<file path="src/rtl/pipeline_trace_unit.sv">
// Pipeline occupancy tracker: shadows a NUM_STAGES-deep CPU pipeline under
// stall/flush and emits one retire record per completed instruction via a FIFO.
module pipeline_trace_unit #(
  parameter int NUM_STAGES   = 5,
  parameter int INSTR_W      = 16,
  parameter int CYC_W        = 16,
  parameter int STALL_W      = 4,
  parameter int STALL_STAGES = 2,
  parameter int FLUSH_STAGES = 2,
  parameter int FIFO_DEPTH   = 4
) (
  input  logic                              clk,
  input  logic                              rst_n,
  input  logic                              if_valid,
  input  logic [INSTR_W-1:0]                if_instr,
  input  logic                              stall,
  input  logic                              flush,
  output logic                              ret_valid,
  input  logic                              ret_ready,
  output logic [INSTR_W-1:0]                ret_instr,
  output logic [CYC_W-1:0]                  ret_start,
  output logic [STALL_W-1:0]                ret_stalls,
  output logic [$clog2(NUM_STAGES+1)-1:0]   in_flight,
  output logic [15:0]                       retired_cnt,
  output logic [15:0]                       flushed_cnt,
  output logic [15:0]                       dropped_cnt,
  output logic                              overflow
);

  localparam int IF_W   = $clog2(NUM_STAGES + 1);
  localparam int KILL_W = IF_W + 1;
  localparam int PTR_W  = $clog2(FIFO_DEPTH);
  localparam int CNT_W  = PTR_W + 1;
  localparam logic [STALL_W-1:0] STALL_MAX = '1;

  logic [NUM_STAGES-1:0] v, v_nxt;
  logic [INSTR_W-1:0]    instr     [NUM_STAGES];
  logic [INSTR_W-1:0]    instr_nxt [NUM_STAGES];
  logic [CYC_W-1:0]      start     [NUM_STAGES];
  logic [CYC_W-1:0]      start_nxt [NUM_STAGES];
  logic [STALL_W-1:0]    stl       [NUM_STAGES];
  logic [STALL_W-1:0]    stl_nxt   [NUM_STAGES];
  logic [CYC_W-1:0]      cycle_cnt;

  logic [KILL_W-1:0] kill_cnt;
  logic [16:0]       flush_sum;
  logic [IF_W-1:0]   in_flight_c;

  // Stage 0 is always inside both the stall and the flush region.
  always_comb begin
    v_nxt        = v;
    instr_nxt    = instr;
    start_nxt    = start;
    stl_nxt      = stl;

    if (flush) begin
      v_nxt[0] = 1'b0;
    end else if (stall) begin
      if (v[0] && stl[0] != STALL_MAX) stl_nxt[0] = stl[0] + STALL_W'(1);
    end else begin
      v_nxt[0]     = if_valid;
      instr_nxt[0] = if_instr;
      start_nxt[0] = cycle_cnt;
      stl_nxt[0]   = '0;
    end

    for (int s = 1; s < NUM_STAGES; s++) begin
      if (flush && s <= FLUSH_STAGES) begin
        v_nxt[s] = 1'b0;
      end else if (!flush && stall && s < STALL_STAGES) begin
        if (v[s] && stl[s] != STALL_MAX) stl_nxt[s] = stl[s] + STALL_W'(1);
      end else if (!flush && stall && s == STALL_STAGES) begin
        v_nxt[s] = 1'b0;
      end else begin
        v_nxt[s]     = v[s-1];
        instr_nxt[s] = instr[s-1];
        start_nxt[s] = start[s-1];
        stl_nxt[s]   = stl[s-1];
      end
    end
  end

  // A discarded fetch counts as a killed instruction too.
  always_comb begin
    kill_cnt = {{IF_W{1'b0}}, if_valid};
    for (int s = 0; s < FLUSH_STAGES; s++) begin
      kill_cnt = kill_cnt + KILL_W'(v[s]);
    end
    flush_sum = {1'b0, flushed_cnt} + 17'(kill_cnt);
  end

  always_comb begin
    in_flight_c = '0;
    for (int s = 0; s < NUM_STAGES; s++) begin
      in_flight_c = in_flight_c + IF_W'(v[s]);
    end
  end

  assign in_flight = in_flight_c;

  always_ff @(posedge clk or negedge rst_n) begin
    if (!rst_n) begin
      v         <= '0;
      cycle_cnt <= '0;
      for (int s = 0; s < NUM_STAGES; s++) begin
        instr[s] <= '0;
        start[s] <= '0;
        stl[s]   <= '0;
      end
    end else begin
      v         <= v_nxt;
      instr     <= instr_nxt;
      start     <= start_nxt;
      stl       <= stl_nxt;
      cycle_cnt <= cycle_cnt + CYC_W'(1);
    end
  end

  // Retire FIFO. Handshake: a record transfers on a rising edge where
  // ret_valid && ret_ready; while ret_valid && !ret_ready the head fields hold.
  // The pop is taken before the push, so a full FIFO being drained still accepts.
  logic [INSTR_W-1:0] f_instr [FIFO_DEPTH];
  logic [CYC_W-1:0]   f_start [FIFO_DEPTH];
  logic [STALL_W-1:0] f_stl   [FIFO_DEPTH];
  logic [PTR_W-1:0]   rd_ptr, wr_ptr;
  logic [CNT_W-1:0]   f_cnt;
  logic               retire, pop, push, drop, full;

  assign retire = v[NUM_STAGES-1];
  assign full   = (f_cnt == CNT_W'(FIFO_DEPTH));
  assign pop    = ret_valid && ret_ready;
  assign push   = retire && (!full || pop);
  assign drop   = retire && full && !pop;

  always_ff @(posedge clk) begin
    if (push) begin
      f_instr[wr_ptr] <= instr[NUM_STAGES-1];
      f_start[wr_ptr] <= start[NUM_STAGES-1];
      f_stl[wr_ptr]   <= stl[NUM_STAGES-1];
    end
  end

  always_ff @(posedge clk or negedge rst_n) begin
    if (!rst_n) begin
      rd_ptr      <= '0;
      wr_ptr      <= '0;
      f_cnt       <= '0;
      retired_cnt <= '0;
      flushed_cnt <= '0;
      dropped_cnt <= '0;
      overflow    <= 1'b0;
    end else begin
      if (pop)  rd_ptr <= rd_ptr + PTR_W'(1);
      if (push) wr_ptr <= wr_ptr + PTR_W'(1);
      if (push && !pop)      f_cnt <= f_cnt + CNT_W'(1);
      else if (pop && !push) f_cnt <= f_cnt - CNT_W'(1);

      if (retire && retired_cnt != 16'hFFFF) retired_cnt <= retired_cnt + 16'd1;
      if (flush) flushed_cnt <= flush_sum[16] ? 16'hFFFF : flush_sum[15:0];
      if (drop) begin
        overflow <= 1'b1;
        if (dropped_cnt != 16'hFFFF) dropped_cnt <= dropped_cnt + 16'd1;
      end
    end
  end

  assign ret_valid  = (f_cnt != '0);
  assign ret_instr  = ret_valid ? f_instr[rd_ptr] : '0;
  assign ret_start  = ret_valid ? f_start[rd_ptr] : '0;
  assign ret_stalls = ret_valid ? f_stl[rd_ptr]   : '0;

endmodule

</file>
<file path="config.mk">
export PLATFORM = sky130hd
export DESIGN_NAME = pipeline_trace_unit
export DESIGN_NICKNAME = d
export VERILOG_FILES = /design/src/rtl/pipeline_trace_unit.sv
export SDC_FILE = /design/constraint.sdc
export NUM_CORES = 1
export LEC_CHECK = 0
export CORE_MARGIN = 3
export CORE_UTILIZATION = 60
export DETAILED_ROUTE_END_ITERATION = 10
export DONT_BUFFER_PORTS = 1
export PLACE_DENSITY_LB_ADDON = 0.3
export SLEW_MARGIN = 25
export SYNTH_ARGS = -nofsm -noshare
export SYNTH_HDL_FRONTEND = slang
export SYNTH_SLANG_ARGS = --single-unit
</file>
<file path="constraint.sdc">
create_clock -name clk -period 7.6 [get_ports clk]
set_clock_uncertainty 0.1 [all_clocks]
set_input_delay 0.76 -clock clk [delete_from_list [all_inputs] [get_ports clk]]
set_output_delay 0.76 -clock clk [all_outputs]
set_load 0.01 [all_outputs]
</file>
# Yosys cells after proc, flatten, opt, wreduce, memory -nomap -nowiden
# Memory sizes are Yosys's and may differ from the RTL's.
# Index checks and enable logic that the tools add are counted.
classes:
  n_addsub: 16
  n_eq_ne: 9
  n_mux: 18
  bitwise: 3
  n_reduce_logical: 22
ops:
  columns: ["op", "n"]
  rows:
  - ["16-bit by 1-bit adder with 16-bit output, second input constant", 3]
  - ["16-bit two-way mux", 3]
  - ["16-bit != test, second input constant", 2]
  - ["4-bit two-way mux", 5]
  - ["16-bit by 3-bit adder with 17-bit output", 1]
  - ["1-bit logical AND", 10]
  - ["2-bit AND reduction", 5]
  - ["4-bit by 1-bit adder with 4-bit output, second input constant", 2]
  - ["1-bit two-way mux", 8]
  - ["4-bit != test, second input constant", 2]
  - ["2-bit by 1-bit adder with 3-bit output", 2]
  - ["3-bit by 1-bit adder with 3-bit output", 2]
  - ["3-bit two-way mux", 2]
  - ["2-bit by 1-bit != test with 1-bit output, second input constant", 3]
  - ["1-bit by 1-bit adder with 2-bit output", 2]
  - ["2-bit by 1-bit adder with 2-bit output, second input constant", 2]
  - ["1-bit logical NOT", 4]
  - ["3-bit by 1-bit adder with 3-bit output, second input constant", 1]
  - ["3-bit == test, second input constant", 1]
  - ["1-bit NOT", 3]
  - ["3-bit nonzero test", 1]
  - ["3-bit by 1-bit subtractor with 3-bit output, second input constant", 1]
  - ["2-bit != test, second input constant", 1]
  - ["2-bit nonzero test", 1]
  - ["1-bit logical OR", 1]
totals:
  register_bits: 257
  mem_bits_rw: 144
  input_bits: 22
  out_inout_bits: 89
  elab_cells: 97
  n_memories: 3
memory_table:
  columns: ["memory", "words", "word_bits", "read_ports", "rd_ports_with_merged_regs", "wr", "line", "source"]
  rows:
  - ["f_instr", 4, 16, 1, 0, 1, "122", "logic [INSTR_W-1:0] f_instr [FIFO_DEPTH];"]
  - ["f_start", 4, 16, 1, 0, 1, "123", "logic [CYC_W-1:0] f_start [FIFO_DEPTH];"]
  - ["f_stl", 4, 4, 1, 0, 1, "124", "logic [STALL_W-1:0] f_stl [FIFO_DEPTH];"]

# Logic depth before layout (Yosys ltp)
depth:
  depth_word: 8
  ltp_mapped: 9
  depth_no_buf: 8

# Worst setup path after synthesis
# OpenSTA, ideal clock, no wires.
synth_path:
  kind: "input-to-reg"
  start: "in if_valid"
  end: "reg flushed_cnt[12]"
  setup_time_ns: 0.125
  t_arrival_ns: 2.581
  required_ns: 7.375
  path_slack_ns: 4.795
  stages: 7
  path_buffers: 0
  cell_sequence: "fa_1 -> ha_1 -> fa_1 -> nand2_1 -> nor3_1 -> nand4_1 -> mux2_2"
synth_between:
  elab_chain_len: 4
synth_rtl:
  columns: ["item", "line", "source"]
  rows:
  - ["start: declaration", "14", "input logic if_valid,"]
  - ["1-bit by 1-bit adder with 2-bit output", "87", "kill_cnt = kill_cnt + KILL_W'(v[s]);"]
  - ["2-bit by 1-bit adder with 3-bit output", "87", null]
  - ["16-bit by 3-bit adder with 17-bit output", "89", "flush_sum = {1'b0, flushed_cnt} + 17'(kill_cnt);"]
  - ["16-bit two-way mux", "159", "if (flush) flushed_cnt <= flush_sum[16] ? 16'hFFFF : flush_sum[15:0];"]
  - ["end signal: assignment", "159", null]
  - ["end: declaration", "25", "output logic [15:0] flushed_cnt,"]
# No other way between the ends.
# A chain may end at the register's enable or synchronous reset.

# Final worst setup path
layout_path:
  start: "reg rd_ptr[1]"
  end: "out ret_start[15]"
layout_between:
  elab_chain_len: 2
layout_rtl:
  columns: ["item", "line", "source"]
  rows:
  - ["start: declaration", "125", "logic [PTR_W-1:0] rd_ptr, wr_ptr;"]
  - ["start signal: assignment", "153", "if (pop) rd_ptr <= rd_ptr + PTR_W'(1);"]
  - ["memory 4 x 16 bit", null, null]
  - ["16-bit two-way mux", "169", "assign ret_start = ret_valid ? f_start[rd_ptr] : '0;"]
  - ["end: declaration", "21", "output logic [CYC_W-1:0] ret_start,"]
# No other way between the ends.

==> out/results.tsv <==
stage	metric	value	unit
synth	Synth area leader	dfrtp_1	
clock_tree	clock transition at the registers of the reported paths	0.06	ns
critical_path	crit path kind	flop to output pin	
placement	Post-DP HPWL	15000	um
global_route	antenna violations before repair	1	
run_status	status	finished clean	
synth	Ys Warns	0	
run	max cap viols	0	
die	Die Y	165	um
placement	Placer Congestion	0.756	
layout	Ant. Diodes	0	
synth	Async SR Flop Fraction	0.641	
placement	post-place setup slack	4.61	ns
die	core box area	24600	um2
synth	post-synthesis cell area	15200	um2
detailed_routing	vias post-DR	7429	
critical_path	crit-path max cell delay	0.91	ns
sta	RSZ-0062 raised after global routing	false	
placement	Cells after DPL	1197	
detailed_routing	Vias/cell	5.85	
synth	Mapped Nets	937	
critical_path	Startpoint Class	flop	
critical_path	r2r startpoint	f_cnt[0]	
sta	period utilization	0.444	
clock_tree	cts repair resizes	0	
layout	post-layout util	0.687	
clock_tree	Clock Path Buffers	3	
critical_path	CP Launch Point	rd_ptr[1]	
sta	Final min period	3.37	ns
sta	Slew Limit Fails	0	
global_route	GR Overflow Total	0	
die	Top Ports	111	
detailed_routing	routed wire length	26100	um
clock_tree	H-tree levels	2	
sta	post-route setup slack	4.23	ns
global_route	vias in the first global route	7797	
clock_tree	CTS Sinks	401	
synth	EDFF count, synth	144	
detailed_routing	starting DRC count in detailed routing	440	
die	initial core utilization	0.618	
synth	top cell type's share of synthesized area	0.423	
power	P per Cell Area	321	nW/um2
sta	hold slack	0.0583	ns
sta	Fin. Hold Viols	0	
synth	Yosys reg bits	401	
critical_path	worst path required time	6.74	ns
layout	area taken by multi-input logic gates	4290	um2
detailed_routing	DR pass1 iterations	4	
synth	Top FF cell, synth	dfrtp_1	
synth	synth unique cells	57	
clock_tree	clock latency on the worst-skew pair	0.52	ns
critical_path	worst-path cell chain	buf_4 > mux4_2 > and2_1	
worst_hold_path	hold crit path type	input port to asynchronous set/reset pin	
die	Die X	165	um
die	Std-Cell Rows	57	
clock_tree	Root Buffer	clkbuf_16	
die	total die area	27300	um2
sta	Max-slew headroom	0.328	
sta	worst-margin pin slew	1.01	ns
sta	maximum clock frequency	297	MHz
layout	Fillers	1556	
layout	Layout area overhead	11.2	%
layout	Layout Cells excl Fill	1270	
critical_path	Critical Path End Type	output pin	
detailed_routing	Detail Route Antenna Nets	0	
detailed_routing	DRC	0	
sta	final setup fails	0	
clock_tree	Num CTS Buffers	39	
sta	Fin Setup TNS	0	ns
global_route	first-pass GRT wire length	42300	um
clock_tree	CTS tree	done	
critical_path	slowest CP cell	dfrtp_1	
power	Peak VDD IR	0.000188	V
power	leak pwr	6.86	nW
global_route	pin count of the biggest net entering global routing	258	
critical_path	CP arrival	2.51	ns
synth	Mapped Cells	897	
global_route	GRT Total Usage	0.199	
layout	Total Nets Final	957	
synth	Seq/Total Area, Yosys	0.708	
detailed_routing	routed length per instance	20.5	um
critical_path	crit-path max FO	19	
synth	Syn Area/Cell	16.9	um2
synth	largest cells by area after synthesis	dfrtp_1 42%, edfxtp_1 28%, mux2_2 8.2%	
placement	port bufs	0	
layout	layout cells sized above 1	0.245	
layout	storage element area	10800	um2
## cells in the mapped netlist (2+ instances only)
library cell / instances
dfrtp_1: 257
edfxtp_1: 144
mux2_2: 111
and2_1: 42
mux4_2: 36
nand2_1: 34
nand3_1: 26
xor2_1: 24
xnor2_1: 21
nor2_1: 19
buf_2: 18
nand4_1: 16
nor3_1: 14
ha_1: 13
a21oi_1: 12
inv_1: 9
o21ai_0: 8
and4_1: 7
clkbuf_1: 7
nand2b_1: 7
and3_1: 6
fa_1: 5
a41oi_1: 4
mux2i_1: 4
nor4_1: 4
o22ai_1: 4
or3_1: 4
buf_1: 3
a22o_1: 2
a31oi_1: 2
nand4_4: 2
nand4b_1: 2
nor3b_1: 2
nor4b_2: 2
o2111ai_1: 2
o21a_1: 2
o22a_1: 2
## per-layer routing
metal,vias up,part of all wire,global-route usage
met4,2,0.022,0.0591
met1,3864,0.44,0.282
li1,3362,-,-
met2,162,0.50,0.319
met5,-,0.00027,0
met3,39,0.047,0.0402
## worst paths after layout
kind                                  end  slack (ns)  cells after the start
setup / recovery            ret_start[15]        4.23                      3
setup reg to reg                 f_cnt[2]        4.87                      8
hold reg to reg                 start[14]        0.23                      0
max in group asynchronous       instr[75]        6.18                      2
hold / removal             dropped_cnt[5]        0.06                      1
min in group clk                     v[0]        0.21                      1
## cells by family (layout without fill, tap and decap cells)
logic type	count (synthesis)	count (layout)	synth area share
buffers and inverters	38	87	0.0111
AO/OA/AOI/OAI	44	44	0.0202
XOR/XNOR	45	45	0.0259
AND/OR/NAND/NOR	198	198	0.0779
adder cells (fa/ha/maj)	18	18	0.0173
multiplexers	153	153	0.140
flip-flops	401	401	0.708
## critical path: cells and delay by family, from the launching register on
kind / cells / cell delay (ns)
DFF: 1 / 0.91
buffers and inverters: 1 / 0.45
muxes: 1 / 0.41
and+or+nand+nor: 1 / 0.22
## repair_timing
item	4_1_cts	5_1_grt
hold buffers	1	0
setup buffers	0	0
hold endpoints to repair	257	0
setup endpoints to repair	0	0
## layout by cell type, fill, tap and decap left out, types with 3 or more instances in the layout
cell type / count
a41oi_1: 4
clkbuf_8: 4
xor2_1: 24
inv_6: 3
nor2_1: 18
o22ai_1: 4
bufinv_16: 5
a21oi_1: 12
inv_1: 9
clkinv_2: 4
and3_1: 6
ha_1: 13
edfxtp_1: 144
buf_16: 3
mux2_2: 111
or3_1: 3
nand3_1: 26
buf_4: 5
dfrtp_1: 256
xnor2_1: 21
and4_1: 7
nor4_1: 4
clkbuf_16: 39
nand4_1: 16
mux4_2: 36
fa_1: 5
nor3_1: 14
clkbuf_1: 13
nand2_1: 34
nand2b_1: 7
o21ai_0: 8
mux2i_1: 4
and2_1: 38
and2_2: 3
## cell type report
class,instances,share of cell area
multi-input cells,458,0.254
flip-flops and latches,401,0.637
clock inverters,14,0.0123
well taps,324,0.0240
inverters,9,0.00200
repair buffers,8,0.00711
clock buffers,56,0.0639
## where the power goes
part | internal [mW] | switching, mW | leakage [nW]
clock network | 1.16 | 0.758 | 0.626
logic | 0.381 | 0.388 | 1.69
registers | 2.51 | 0.228 | 4.54
total | 4.06 | 1.37 | 6.86
## registers in the layout, summed over array words and instances (netlist names)
name,flops
wr_ptr,2
flushed_cnt,16
f_cnt,3
f_stl,16
v,5
stl,20
rd_ptr,2
overflow,1
instr,80
retired_cnt,16
cycle_cnt,16
f_start,64
f_instr,64
start,80
dropped_cnt,16
## through the flow
step | power, mW | cell area, um2
detailed placement | 3.52 | 15500
finish | 5.43 | 16900
global placement | 3.48 | 15500
floorplan | 3.32 | 15200
global route | 5.68 | 16900
CTS | 5.49 | 16800
(Power assumes the default switching activity.)
